$ cat src/rtl/block_memory.sv
// Main data memory answering block requests from the data cache: 64 x 32-bit blocks
// with a fixed access latency, stalling the requester on busywait.
module block_memory #(
    parameter int LATENCY = 5
) (
    input  logic        CLK,
    input  logic        RESET,
    input  logic        read,
    input  logic        write,
    input  logic [5:0]  address,
    input  logic [31:0] writedata,
    output logic [31:0] readdata,
    output logic        busywait
);

    typedef enum logic [1:0] {
        IDLE = 2'd0,
        BUSY = 2'd1,
        DONE = 2'd2
    } state_t;

    localparam logic [3:0] CNT_LOAD = 4'(LATENCY - 1);

    state_t      state;
    state_t      state_next;
    logic [3:0]  cnt;
    logic [5:0]  addr_q;
    logic [31:0] data_q;
    logic        wr;
    logic        request;
    logic        access_done;
    logic [31:0] mem [64];

    assign request     = read | write;
    assign access_done = (state == BUSY) && (cnt == 4'd0);

    // NOTE: sequential state uses non-blocking (<=) so every register samples the
    // pre-edge values of its peers; blocking here would create order-dependent races.
    always_ff @(posedge CLK or posedge RESET) begin
        if (RESET) begin
            state <= IDLE;
        end else begin
            state <= state_next;
        end
    end

    // NOTE: every output of this block gets a default before the case so that no
    // path leaves a signal unassigned, which would otherwise infer a latch.
    always_comb begin
        state_next = state;
        busywait   = 1'b0;
        case (state)
            IDLE: begin
                busywait = request;
                if (request) begin
                    state_next = BUSY;
                end
            end
            BUSY: begin
                busywait = 1'b1;
                if (cnt == 4'd0) begin
                    state_next = DONE;
                end
            end
            DONE: begin
                // The cache drops its request on the edge leaving DONE, so it is not captured.
                state_next = IDLE;
            end
            default: begin
                state_next = IDLE;
            end
        endcase
    end

    always_ff @(posedge CLK or posedge RESET) begin
        if (RESET) begin
            cnt    <= 4'd0;
            addr_q <= 6'd0;
            data_q <= 32'd0;
            wr     <= 1'b0;
        end else begin
            case (state)
                IDLE: begin
                    if (request) begin
                        addr_q <= address;
                        data_q <= writedata;
                        wr     <= write;
                        cnt    <= CNT_LOAD;
                    end
                end
                BUSY: begin
                    if (cnt != 4'd0) begin
                        cnt <= cnt - 4'd1;
                    end
                end
                default: begin
                end
            endcase
        end
    end

    // NOTE: the array is reset word by word, so it maps to flops rather than a RAM
    // macro; that is the price of guaranteeing all-zero contents after RESET.
    always_ff @(posedge CLK or posedge RESET) begin
        if (RESET) begin
            for (int i = 0; i < 64; i++) begin
                mem[i] <= 32'd0;
            end
        end else if (access_done && wr) begin
            mem[addr_q] <= data_q;
        end
    end

    always_ff @(posedge CLK or posedge RESET) begin
        if (RESET) begin
            readdata <= 32'd0;
        end else if (access_done && !wr) begin
            readdata <= mem[addr_q];
        end
    end

endmodule

$ cat config.mk
export PLATFORM = sky130hd
export DESIGN_NAME = block_memory
export DESIGN_NICKNAME = d
export VERILOG_FILES = /design/src/rtl/block_memory.sv
export SDC_FILE = /design/constraint.sdc
export NUM_CORES = 2
export LEC_CHECK = 0
export CAP_MARGIN = 0
export CORE_MARGIN = 8
export CORE_UTILIZATION = 35
export DETAILED_ROUTE_END_ITERATION = 8
export GPL_TIMING_DRIVEN = 1
export HOLD_SLACK_MARGIN = 0.12
export PLACE_DENSITY = 0.46
export SYNTH_ARGS = -nofsm -noshare
export SYNTH_HDL_FRONTEND = slang
export SYNTH_SLANG_ARGS = --single-unit
$ cat constraint.sdc
create_clock -name CLK -period 242.8 [get_ports CLK]
set_input_delay 72.84 -clock CLK [delete_from_list [all_inputs] [get_ports CLK]]
set_output_delay 72.84 -clock CLK [all_outputs]
set_load 0.05 [all_outputs]
==> impl_metrics.toml <==
[setup_path]
critPathLaunchType = "primary input"
r2r_start = "addr_q[2]"
cp_num_buf_inv = 2
cp.required_ps = 169960
cp_slowest_cell = "clkdlybuf4s50_1"
crit_path_max_incr_delay_ps = 840
path_cells = "clkdlybuf4s50_1, nor3_1, nor2_1, clkdlybuf4s50_1"
r2r_setup_slack_ps = 236690
end_kind = "primary output"
cp.arrival_ps = 74430
critPathKind = "in2out"
r2r_cells = 10
crit_fanout = 3
r2r-end = "readdata[1]"
cp_top_family = "buffers and inverters"
crit_top_cell = "clkdlybuf4s50_1"

[route]
dr_total_vias = 59700
vias_per_cell = 5.80
drc_errors = 0
drt_iter0_markers = 4514
drt-pass1-iter-count = 7
ant_nets = 0
drt_wl_total_um = 357000
wl_per_cell_um = 34.7

[logic_synthesis]
syn-instance-count = 6676
yosysSeqAreaShare_pct = 55.3
synth-edff-count = 0
ys_ff_latch = 2125
ys_async_sr_fraction_pct = 100
synthesis.nets = 6719
syn_area_per_cell_um2 = 14.4
synth_ff_type = "dfrtp_1"
netlist_area_um2 = 96200
yosysWarningCount = 0
ys_types = 70

[finish]
final_cell_mix = "2,090 x dfrtp_1, 1,257 x mux2_2, 892 x mux2_1"
finalNonFillerCells = 10300
area_delta_synth_final_pct = 12.5
nNetsFinal = 6551
drive_gt1_share_pct = 32.7
multi_input_area_um2 = 39900
layout.cells.most_common = "dfrtp_1"
register_area_um2 = 53200
fin_area_um2 = 108000
n_fill_cell = 25400
fin_util_pct = 39.6

[clocking]
cts_buffer_depth = 4
clk_latency_ps = 930
root_buffer = "clkbuf_16"
postCtsSetupRepairBufs = 0
cts_tree = "yes"
cts_buffers = 242
cts-resized-gates = 0
path_clk_slew_ps = 50
cts.hold.buffers_added = 0
cts_sinks = 2125
h-tree-depth = 4

[placement]
placed_area_um2 = 100000
place_congestion = 0.767
port_buffers = 74
post-place-ws_ps = 95510
hpwl_um = 202000
dp.cells = 9853

[timing]
slew_viol_final = 0
worst_slack_ps = 95530
period_needed_ps = 147270
fin_worst_skew_ps = 58.9
max_freq_ghz = 0.00679
worst_pin_slew_ps = 1250
setup_violations = 0
period_share_pct = 60.7
hold_viol_final = 0
slew_headroom_pct = 16.4
setup_tns_ps = 0
rsz0062_at_grt = "no"

[global_route]
grt_pass1_vias = 62700
overflow = 0
grt_pass1_wl_um = 508000
grt_usage_pct = 24.0
grt_max_degree = 182
antenna_found_initial = 28

[worst_hold_path]
hold_end = "mem[1846]"
hp-start = "mem[1846]"
whs_path_depth = 1
hold_path_class = "reg2reg"

[die]
die_h_um = 540
row_count = 192
fp.dieW_um = 540
floorplan.die_area_um2 = 292000
start_util_pct = 35.2
io_pins = 75
core_area_um2 = 274000

[power_and_ir_drop]
pwr_density_cell_nw_per_um2 = 11.1
irDropWorstVdd_uv = 15.5
p_leak_uw = 0.0518

[job]
cap_violations = 0

[status]
status = "completed"
==> cell type report <==
type	instances	area share (%)
Antenna cell	9	0.0208
Tap cell	3589	4.15
Clock buffer	388	6.91
Multi-Input combinational cell	3845	36.8
Sequential cell	2125	49.2
Timing Repair Buffer	288	2.30
Clock inverter	55	0.618
Inverter	6	0.0393
==> worst max path at each step <==
stage	from	end	slack [ps]	cells after the start
2_1_floorplan	write	busywait	96440	2
6_report	write	busywait	95530	4
3_3_place_gp	write	busywait	95480	4
3_5_place_dp	write	busywait	95510	4
4_1_cts	write	busywait	95520	4
5_1_grt	write	busywait	95480	4
==> cell families (layout without fill, tap and decap cells) <==
kind of cell / Yosys count / in the layout / synth area share, %
other cells: 0 / 9 / 0
compound gates: 820 / 820 / 6.32
buf+inv: 706 / 737 / 3.75
simple gates: 401 / 401 / 2.12
flops: 2125 / 2125 / 55.3
xor+xnor: 1 / 1 / 0.00911
fa+ha+maj: 1 / 1 / 0.0130
mux: 2622 / 2622 / 32.5
==> cells in the mapped netlist (6+ instances only) <==
cell type,instances,area share (%)
nor2_4,17,0.20
nand4_1,8,0.052
o22a_1,17,0.15
o21ai_0,115,0.60
buf_2,214,1.1
o2111ai_1,13,0.12
buf_4,40,0.31
mux2_1,892,10
o32a_1,16,0.17
buf_1,70,0.27
mux4_2,188,4.4
a221o_1,8,0.083
nor2_2,11,0.072
a22o_1,19,0.17
clkbuf_1,304,1.2
a221oi_1,281,2.6
nand2_1,81,0.32
o22ai_1,75,0.49
nand2b_1,7,0.046
mux2_2,1257,15
mux2i_1,285,3.0
nor3_1,6,0.031
a22oi_1,123,0.96
dfrtp_1,2125,55
o211ai_1,8,0.062
nor2_1,188,0.73
nor2b_1,7,0.046
o221ai_1,7,0.064
a21oi_1,82,0.43
nor2_8,6,0.12
buf_6,72,0.84
a31oi_1,22,0.14
nand3_1,33,0.17
==> stage by stage <==
stage	hold slack, ps	power (uW)
final	478	1210
after global routing	486	1250
after CTS	482	1220
after detailed placement	469	839
after global placement	461	833
after floorplan	452	665
==> report_power, final <==
group / switching [uW] / internal, uW
Sequential: 37.1 / 405
Clock: 155 / 219
Combinational: 275 / 115
==> state kept, by name, summed over array words and instances, names as in the netlist <==
register,flops
wr,1
cnt,4
data_q,32
state,2
mem,2048
readdata,32
addr_q,6
==> per-layer routing <==
layer	global-route usage, %	up-vias	wire length [um]
met1	33.2	33200	160000
met5	0	-	0
li1	-	24500	-
met4	7.09	0	12000
met2	39.6	1528	170000
met3	3.11	456	15200
No activity file was read; power rests on OpenSTA's default activity.
